File: config.mk
export PLATFORM = sky130hd
export DESIGN_NAME = memshare_sched_ctrl
export DESIGN_NICKNAME = d
export VERILOG_FILES = /design/src/rtl/memshare_sched_ctrl.sv
export SDC_FILE = /design/constraint.sdc
export NUM_CORES = 1
export LEC_CHECK = 0
export CORE_ASPECT_RATIO = 1.2
export CORE_MARGIN = 2
export CORE_UTILIZATION = 40
export DETAILED_ROUTE_END_ITERATION = 7
export MAX_ROUTING_LAYER = met4
export PLACE_DENSITY_LB_ADDON = 0.05
export SYNTH_ARGS = -nofsm -noshare
export SYNTH_HDL_FRONTEND = slang
export SYNTH_SLANG_ARGS = --single-unit
File: constraint.sdc
create_clock -name sys_clk -period 1.7 [get_ports sys_clk]
set_input_delay 0.34 -clock sys_clk [delete_from_list [all_inputs] [get_ports sys_clk]]
set_output_delay 0.34 -clock sys_clk [all_outputs]
set_load 0.02 [all_outputs]
File: src/rtl/memshare_sched_ctrl.sv
// memshare_sched_ctrl
//   Sequencer for SCU.memShare(). It accepts one allocation request at a time
//   over a valid/ready handshake. It then runs SHIFT_GEN (one cycle), N
//   allocation pipeline cycles of PIPE_CYCLE_LEN clocks each, and a
//   DRAIN_LAT-cycle drain, and finally pulses done_o.
//
// Ports
//   sys_clk             : single clock
//   rst                 : synchronous active-high reset
//   rqst_valid_i        : request valid
//   rqst_ready_o        : controller idle, can accept a request
//   rqst_seq_num_i      : requested sequence count, sampled on accept (clamped to 1..MAX_SEQ)
//   stall_i             : downstream back-pressure, freezes ALLOC progress
//   abort_i             : synchronous abort of the current operation
//   scu_memShare_busy_o : high in SHIFT_GEN, ALLOC and DRAIN
//   rfmu_rd_o           : isGtr read strobe, high only in SHIFT_GEN
//   pipeCycle_begin_o   : first clock of each allocation pipeline cycle
//   seq_idx_o           : current sequence index in ALLOC, 0 elsewhere
//   last_seq_o          : ALLOC and seq_idx_o == N-1
//   done_o              : one-cycle completion pulse (first IDLE cycle after DRAIN)
module memshare_sched_ctrl #(
  parameter int MAX_SEQ        = 4,
  parameter int PIPE_CYCLE_LEN = 3,
  parameter int DRAIN_LAT      = 2,
  parameter int SEQ_W          = $clog2(MAX_SEQ + 1)
) (
  input  logic             sys_clk,
  input  logic             rst,
  input  logic             rqst_valid_i,
  output logic             rqst_ready_o,
  input  logic [SEQ_W-1:0] rqst_seq_num_i,
  input  logic             stall_i,
  input  logic             abort_i,
  output logic             scu_memShare_busy_o,
  output logic             rfmu_rd_o,
  output logic             pipeCycle_begin_o,
  output logic [SEQ_W-1:0] seq_idx_o,
  output logic             last_seq_o,
  output logic             done_o
);

  localparam int CYC_W = (PIPE_CYCLE_LEN > 1) ? $clog2(PIPE_CYCLE_LEN) : 1;
  localparam int DRN_W = (DRAIN_LAT > 1) ? $clog2(DRAIN_LAT) : 1;

  localparam logic [CYC_W-1:0] CYC_ZERO = {CYC_W{1'b0}};
  localparam logic [CYC_W-1:0] CYC_ONE  = CYC_W'(1);
  localparam logic [CYC_W-1:0] CYC_LAST = CYC_W'(PIPE_CYCLE_LEN - 1);
  localparam logic [DRN_W-1:0] DRN_ZERO = {DRN_W{1'b0}};
  localparam logic [DRN_W-1:0] DRN_ONE  = DRN_W'(1);
  localparam logic [DRN_W-1:0] DRN_LAST = DRN_W'(DRAIN_LAT - 1);
  localparam logic [SEQ_W-1:0] SEQ_ZERO = {SEQ_W{1'b0}};
  localparam logic [SEQ_W-1:0] SEQ_ONE  = SEQ_W'(1);
  localparam logic [SEQ_W-1:0] SEQ_MAX  = SEQ_W'(MAX_SEQ);

  typedef enum logic [1:0] {
    IDLE      = 2'd0,
    SHIFT_GEN = 2'd1,
    ALLOC     = 2'd2,
    DRAIN     = 2'd3
  } state_t;

  state_t           state, state_nx;
  logic [CYC_W-1:0] cyc, cyc_nx;
  logic [SEQ_W-1:0] seq, seq_nx;
  logic [DRN_W-1:0] drn, drn_nx;
  logic [SEQ_W-1:0] n_lat, n_nx;
  logic             done, done_nx;

  // Clamp a requested sequence count into the legal range 1..MAX_SEQ.
  function automatic logic [SEQ_W-1:0] clamp_seq(input logic [SEQ_W-1:0] req);
    logic [SEQ_W-1:0] r;
    if (req == SEQ_ZERO) begin
      r = SEQ_ONE;
    end else if (req > SEQ_MAX) begin
      r = SEQ_MAX;
    end else begin
      r = req;
    end
    return r;
  endfunction

  // State and counter registers with synchronous reset.
  always_ff @(posedge sys_clk) begin
    if (rst) begin
      state <= IDLE;
      cyc   <= CYC_ZERO;
      seq   <= SEQ_ZERO;
      drn   <= DRN_ZERO;
      n_lat <= SEQ_ZERO;
      done  <= 1'b0;
    end else begin
      state <= state_nx;
      cyc   <= cyc_nx;
      seq   <= seq_nx;
      drn   <= drn_nx;
      n_lat <= n_nx;
      done  <= done_nx;
    end
  end

  // Next-state and counter update logic; abort outranks stall and normal flow.
  always_comb begin
    state_nx = state;
    cyc_nx   = cyc;
    seq_nx   = seq;
    drn_nx   = drn;
    n_nx     = n_lat;
    done_nx  = 1'b0;
    case (state)
      IDLE: begin
        // abort_i has no meaning while idle
        if (rqst_valid_i) begin
          state_nx = SHIFT_GEN;
          n_nx     = clamp_seq(rqst_seq_num_i);
        end else begin
          state_nx = IDLE;
        end
      end
      SHIFT_GEN: begin
        if (abort_i) begin
          state_nx = IDLE;
        end else begin
          state_nx = ALLOC;
        end
        cyc_nx = CYC_ZERO;
        seq_nx = SEQ_ZERO;
        drn_nx = DRN_ZERO;
      end
      ALLOC: begin
        if (abort_i) begin
          state_nx = IDLE;
          cyc_nx   = CYC_ZERO;
          seq_nx   = SEQ_ZERO;
          drn_nx   = DRN_ZERO;
        end else if (stall_i) begin
          state_nx = ALLOC;
        end else if (cyc == CYC_LAST) begin
          cyc_nx = CYC_ZERO;
          if (seq == (n_lat - SEQ_ONE)) begin
            state_nx = DRAIN;
            seq_nx   = SEQ_ZERO;
            drn_nx   = DRN_ZERO;
          end else begin
            seq_nx = seq + SEQ_ONE;
          end
        end else begin
          cyc_nx = cyc + CYC_ONE;
        end
      end
      DRAIN: begin
        // drain is a fixed flush and ignores back-pressure
        if (abort_i) begin
          state_nx = IDLE;
          cyc_nx   = CYC_ZERO;
          seq_nx   = SEQ_ZERO;
          drn_nx   = DRN_ZERO;
        end else if (drn == DRN_LAST) begin
          state_nx = IDLE;
          drn_nx   = DRN_ZERO;
          done_nx  = 1'b1;
        end else begin
          drn_nx = drn + DRN_ONE;
        end
      end
      default: begin
        state_nx = IDLE;
        cyc_nx   = CYC_ZERO;
        seq_nx   = SEQ_ZERO;
        drn_nx   = DRN_ZERO;
      end
    endcase
  end

  // Outputs decode registered state; only pipeCycle_begin_o also looks at stall_i,
  // so a stalled first clock defers the pulse to the first unstalled clock.
  assign rqst_ready_o        = (state == IDLE);
  assign scu_memShare_busy_o = (state != IDLE);
  assign rfmu_rd_o           = (state == SHIFT_GEN);
  assign pipeCycle_begin_o   = (state == ALLOC) && (cyc == CYC_ZERO) && !stall_i;
  assign seq_idx_o           = (state == ALLOC) ? seq : SEQ_ZERO;
  assign last_seq_o          = (state == ALLOC) && (seq == (n_lat - SEQ_ONE));
  assign done_o              = done;

endmodule

==> qor.csv, run 1 <==
metric;value;unit
vias;758;
Final Power;0.000626;W
vias in the first global route;722;
initial antenna violation count;0;
clk buf depth;2;
Post-Syn Instances;90;
post-synth top area cell;dfxtp_1;
crit end category;output port;
Synth top area share;32.5;%
fraction of layout instances using a drive strength above 1;36.0;%
number of CTS-inserted buffers;3;
Synth cell types;35;
Final Skew;0.00162;ns
final setup TNS;-0.0186;ns
kind of critical path;reg -> out;
failing checks;setup timing;
unrepaired setup endpoints after global routing;yes;
Critical Path Fanout Max;2;
internal power;0.000452;W
CTS Root Cell;clkbuf_4;
IO Pins;17;
first-pass GRT wire length;3100;um
Final Max Slew Viols;0;
final setup vio count;1;
chip width;43.2;um
core area;1790;um^2
FMAX;0.582;GHz
status;complete, but fails checks;
main area contributors after synthesis;dfxtp_1 (33%), a21oi_1 (6.8%), nand2_1 (5.1%), inv_1 (3.6%), nor2_1 (3.6%);
switch share;27.7;%
max cap viols;0;
most common cell after layout, fill and taps aside;buf_4;
Final Hold Viols;0;
period utilization;101;%
clk sink count;12;
row cnt;17;
largest net degree at the start of global routing;15;
sequential share of power;48.1;%
fill cell count;172;
wire per inst;12.7;um
syn_area_per_cell;8.20;um^2
Psw;0.000174;W
top_reg_cell synth;dfxtp_1;
CP arrival;1.38;ns
Clock Latency Late Sink;0.27;ns
total gr overflow;0;
Final Util;62.2;%
final net count;137;
Worst path max stage delay;0.34;ns
measured slew at the worst slew-check pin;0.303;ns
storage element area;246;um^2
Post-DP HPWL;1350;um
Vias/cell;5.26;
yosys warns;0;
register area share after synthesis;32.5;%
pre-CTS WS;-0.623;ns
Startpoint Class;flop;
power share of the clock group;27.9;%
combinational fraction of design power;24.1;%
Chip Height;51.1;um
CTS tree;done;
ant diodes;0;
GP Congestion;0.748;
clock-pin slew on the worst setup and hold paths;0.07;ns
H-tree depth;1;
area delta synth->final;50.5;%
#FFs+latches synth;12;
Iter 0 DRT Violations;11;
Initial Util;41.3;%
Lkg Pwr;0.464;nW
Final Cell Area;1110;um^2
Final min period;1.72;ns
EDFF count, synth;0;
PwrDens;563;nW/um^2
final WL;1830;um
commonest cells after routing, fill and taps aside;buf_4 (19), nand2_1 (10), a21oi_1 (10), dfxtp_1 (7), clkdlybuf4s50_1 (7);
CP required;1.36;ns
setup ws final;-0.0186;ns
worst-path cell chain;inv_2 > ha_4 > xor2_2 > nand3_2 > nor2_2 > buf_6;
relative slew slack;79.8;%
DRC;0;
Global Route Usage Sum;19.1;%
Die Area;2210;um^2
multi-input logic area;499;um^2
Area after DPL;1030;um^2
Async SR Flop Fraction;0;%
Port Buf Inserts;16;
Post-Syn Nets;100;
Hold WC Path Type;reg -> reg;
Final ANT Viol Nets;0;
Worst VDD drop;0.403;mV
Post-Syn Area;738;um^2
Crit-path slowest cell;dfxtp_2;
TritonRoute pass-1 iters;4;
[Yosys cell counts (all sizes together) (2+ instances only)]
library cell,number
clkbuf,2
dfxtp,12
or2b,2
inv,7
nand4b,3
and2,4
nor2b,3
nor2,8
nand4,2
ha,2
a21oi,11
xor2,2
a221oi,2
or4b,2
nand3,3
nand2,10
[metrics by stage]
step / std cells / hold WS, ns
after global routing: 144 / 0.503
after detailed placement: 138 / 0.454
after global placement: 138 / 0.446
final: 144 / 0.475
after floorplan: 90 / 0.417
after CTS: 141 / 0.466
[power by group through the flow]
| stage | sequential [W] | clock (W) | combinational [W] |
|---|---|---|---|
| after floorplan | 0.000304 | 0 | 0.0000719 |
| after global placement | 0.000305 | 0 | 0.000142 |
| after detailed placement | 0.000304 | 0 | 0.000144 |
| after CTS | 0.000299 | 0.000180 | 0.000144 |
| after global routing | 0.000302 | 0.000189 | 0.000165 |
| final | 0.000301 | 0.000174 | 0.000150 |
[what timing repair did]
item                       4_1_cts  5_1_grt
hold buffers                     0        0
pin swaps                        3        5
setup endpoints to repair        8        6
setup buffers                    0        3
resized for setup               34        8
[state kept, by name (all words and copies together), names as in the netlist]
| signal | count |
|---|---|
| seq | 3 |
| done_o | 1 |
| cyc | 2 |
| n_lat | 3 |
| state | 2 |
| drn | 1 |
[critical path, delay by kind of cell (launching register included)]
kind,cells,cell delay (ns)
simple gates,2,0.20
buf+inv,2,0.17
fa+ha+maj,1,0.26
flops,1,0.34
xor+xnor,1,0.14
[cell families after synthesis]
| family | Yosys count | synth area share [%] |
|---|---|---|
| and+or+nand+nor | 43 | 34.6 |
| AOI/OAI and AO/OA | 20 | 18.8 |
| DFF | 12 | 32.5 |
| buffers and inverters | 10 | 5.25 |
| xor gates and xnor gates | 3 | 5.42 |
| adders and majority gates | 2 | 3.39 |
[metal layers]
metal / routed length (um) / vias to the layer above / track usage (%) / share of wire (%)
met2: 940 / 11 / 32.6 / 51
met4: 17 / 0 / 9.60 / 0.93
li1: - / 394 / - / -
met3: 41 / 2 / 2.12 / 2.2
met1: 833 / 351 / 21.7 / 45
met5: 0 / - / - / 0
[layout make-up]
| type | count | share of cell area, % |
|---|---|---|
| inverters | 7 | 2.36 |
| multi-input cells | 68 | 44.9 |
| clock buffers | 3 | 2.03 |
| flip-flops and latches | 12 | 22.2 |
| repair buffers | 35 | 26.4 |
| well taps | 19 | 2.14 |
[final timing paths]
check                   startpoint               endpoint  slack [ns]  cells past startpoint
max          n_lat[1]$_SDFFE_PP0P_             last_seq_o       -0.02                      6
min          n_lat[2]$_SDFFE_PP0P_  n_lat[2]$_SDFFE_PP0P_        0.47                      2
max reg2reg  n_lat[1]$_SDFFE_PP0P_       drn$_SDFFE_PP0P_        0.17                      7
min reg2reg  n_lat[2]$_SDFFE_PP0P_  n_lat[2]$_SDFFE_PP0P_        0.47                      2
No activity file was read; power rests on OpenSTA's default activity.
==> run 2: changes to the inputs <==
--- a/config.mk
+++ b/config.mk
@@ -10,7 +10,7 @@
 export CORE_UTILIZATION = 40
 export DETAILED_ROUTE_END_ITERATION = 7
 export MAX_ROUTING_LAYER = met4
-export PLACE_DENSITY_LB_ADDON = 0.05
+export PLACE_DENSITY_LB_ADDON = 0.2
 export SYNTH_ARGS = -nofsm -noshare
 export SYNTH_HDL_FRONTEND = slang
 export SYNTH_SLANG_ARGS = --single-unit
==> constraint.sdc (replaced) <==
create_clock -name sys_clk -period 1.7 [get_ports sys_clk]
set_input_delay 0.51 -clock sys_clk [delete_from_list [all_inputs] [get_ports sys_clk]]
set_output_delay 0.51 -clock sys_clk [all_outputs]
set_load 0.02 [all_outputs]
==> qor.csv, run 2 (synthesis gave the netlist of run 1 again) <==
metric;value;unit;change
status;complete, but fails checks;;unchanged
failing checks;setup timing;;unchanged
final WL;1880;um;was 1830 um
number of CTS-inserted buffers;3;;unchanged
relative slew slack;82.3;%;was 79.8%
row cnt;17;;unchanged
Initial Util;41.3;%;unchanged
Worst VDD drop;0.485;mV;was 0.403 mV
Critical Path Fanout Max;2;;unchanged
Final Power;0.000691;W;was 0.000626 W
final setup vio count;2;;was 1
count of non-filler cells in the finished layout;150;;was 144
first-pass GRT wire length;3270;um;was 3100 um
unrepaired setup endpoints after global routing;yes;;unchanged
Final Hold Viols;0;;unchanged
CTS Root Cell;clkbuf_4;;unchanged
GP Congestion;0.799;;was 0.748
total gr overflow;0;;unchanged
CTS Hold Bufs;0;;unchanged
clk buf depth;2;;unchanged
vias in the first global route;796;;was 722
Iter 0 DRT Violations;8;;was 11
Lkg Pwr;0.517;nW;was 0.464 nW
most common cell after layout, fill and taps aside;buf_4;;unchanged
initial antenna violation count;0;;unchanged
wire per inst;12.5;um;was 12.7 um
vias;790;;was 758
Final Max Slew Viols;0;;unchanged
pre-CTS WS;-0.967;ns;was -0.623 ns
H-tree depth;1;;unchanged
largest net degree at the start of global routing;11;;was 15
Die Area;2210;um^2;unchanged
PwrDens;591;nW/um^2;was 563 nW/um^2
area delta synth->final;58.5;%;was 50.5%
Final Skew;0.00481;ns;was 0.00162 ns
IO Pins;17;;unchanged
Post-DP HPWL;1330;um;was 1350 um
Hold WC Path Type;reg -> reg;;unchanged
Placed Cells incl. Taps;140;;was 138
CP arrival;1.40;ns;was 1.38 ns
measured slew at the worst slew-check pin;0.266;ns;was 0.303 ns
Chip Height;51.1;um;unchanged
FMAX;0.522;GHz;was 0.582 GHz
crit end category;output port;;unchanged
Final min period;1.91;ns;was 1.72 ns
clock-pin slew on the worst setup and hold paths;0.08;ns;was 0.07 ns
final net count;142;;was 137
fraction of layout instances using a drive strength above 1;42.7;%;was 36.0%
clk sink count;12;;unchanged
kind of critical path;reg -> out;;unchanged
chip width;43.2;um;unchanged
CTS tree;done;;unchanged
Port Buf Inserts;16;;unchanged
Vias/cell;5.27;;was 5.26
setup ws final;-0.215;ns;was -0.0186 ns
Startpoint Class;flop;;unchanged
period utilization;113;%;was 101%
DRC;0;;unchanged
CP required;1.19;ns;was 1.36 ns
TritonRoute pass-1 iters;5;;was 4
Clock Latency Late Sink;0.28;ns;was 0.27 ns
max cap viols;0;;unchanged
Global Route Usage Sum;19.9;%;was 19.1%
ant diodes;0;;unchanged
Final ANT Viol Nets;0;;unchanged
fill cell count;162;;was 172
Top Registers;n_lat (3), seq (3);;unchanged
commonest cells after routing, fill and taps aside;buf_4 (24), nand2_1 (10), a21oi_1 (10), dfxtp_1 (7), clkdlybuf4s50_1 (6);;was buf_4 (19), nand2_1 (10), a21oi_1 (10), dfxtp_1 (7), clkdlybuf4s50_1 (7)
core area;1790;um^2;unchanged
-- run 2: metrics by stage --
stage	area, um^2	utilization, %	hold slack (ns)	setup TNS [ns]
6_report	1170	65.5	0.463	-0.408
5_1_grt	1170	65.5	0.481	-0.568
4_1_cts	1120	62.5	0.466	-0.526
3_5_place_dp	1050	58.8	0.453	-3.93
3_3_place_gp	1050	58.8	0.448	-3.75
2_1_floorplan	743	-	0.432	-0.0339
-- run 2: repair_timing --
action | 4_1_cts | 5_1_grt
pin swaps | 6 | 4
buffers inserted | 3 | 3
setup endpoints to repair | 12 | 10
gates resized for setup | 53 | 8
-- run 2: critical path, stage by stage, from the launching register on --
cell and delay [ns]:
dfxtp_2 0.34, inv_2 0.04, ha_4 0.25, xor2_1 0.16, nand3_2 0.11, nor2_2 0.11, buf_6 0.12
-- run 2: per-layer routing --
| metal | global-route usage, % | up-vias | wire length [um] |
|---|---|---|---|
| met4 | 10.6 | 0 | 27 |
| met3 | 2.12 | 4 | 53 |
| met1 | 21.0 | 365 | 784 |
| met2 | 35.8 | 15 | 1020 |
| met5 | - | - | 0 |
| li1 | - | 406 | - |
-- run 2: final cells by class --
class	instances	area, um^2	area share, %
Clock buffer	4	36.3	3.10
Inverter	7	26.3	2.25
Multi-Input combinational cell	68	512	43.7
Sequential cell	12	249	21.3
Tap cell	19	23.8	2.03
Timing Repair Buffer	40	323	27.6
-- run 2: path summary, 6_finish.rpt --
path / to / slack, ns / from / cells past startpoint
worst max-delay path: last_seq_o / -0.21 / n_lat[0]$_SDFFE_PP0P_ / 6
worst min register to register: n_lat[1]$_SDFFE_PP0P_ / 0.46 / n_lat[1]$_SDFFE_PP0P_ / 2
worst min-delay path: n_lat[1]$_SDFFE_PP0P_ / 0.46 / n_lat[1]$_SDFFE_PP0P_ / 2
worst max register to register: drn$_SDFFE_PP0P_ / 0.12 / n_lat[0]$_SDFFE_PP0P_ / 7
-- run 2: report_power, final --
part           leakage, nW  internal [W]  switching, W
Sequential          0.0999      0.000290    0.00000961
Clock               0.0210      0.000130      0.000103
Combinational        0.396     0.0000828     0.0000755
==> run 3: changes to the inputs <==
--- a/config.mk
+++ b/config.mk
@@ -5,12 +5,15 @@
 export SDC_FILE = /design/constraint.sdc
 export NUM_CORES = 1
 export LEC_CHECK = 0
+export CAP_MARGIN = 0
 export CORE_ASPECT_RATIO = 1.2
 export CORE_MARGIN = 2
 export CORE_UTILIZATION = 40
+export CTS_CLUSTER_DIAMETER = 200
 export DETAILED_ROUTE_END_ITERATION = 7
 export MAX_ROUTING_LAYER = met4
 export PLACE_DENSITY_LB_ADDON = 0.2
+export SLEW_MARGIN = 20
 export SYNTH_ARGS = -nofsm -noshare
 export SYNTH_HDL_FRONTEND = slang
 export SYNTH_SLANG_ARGS = --single-unit
==> results of run 3 <==
The final DEF is identical to that of run 2; final timing and power are the same.
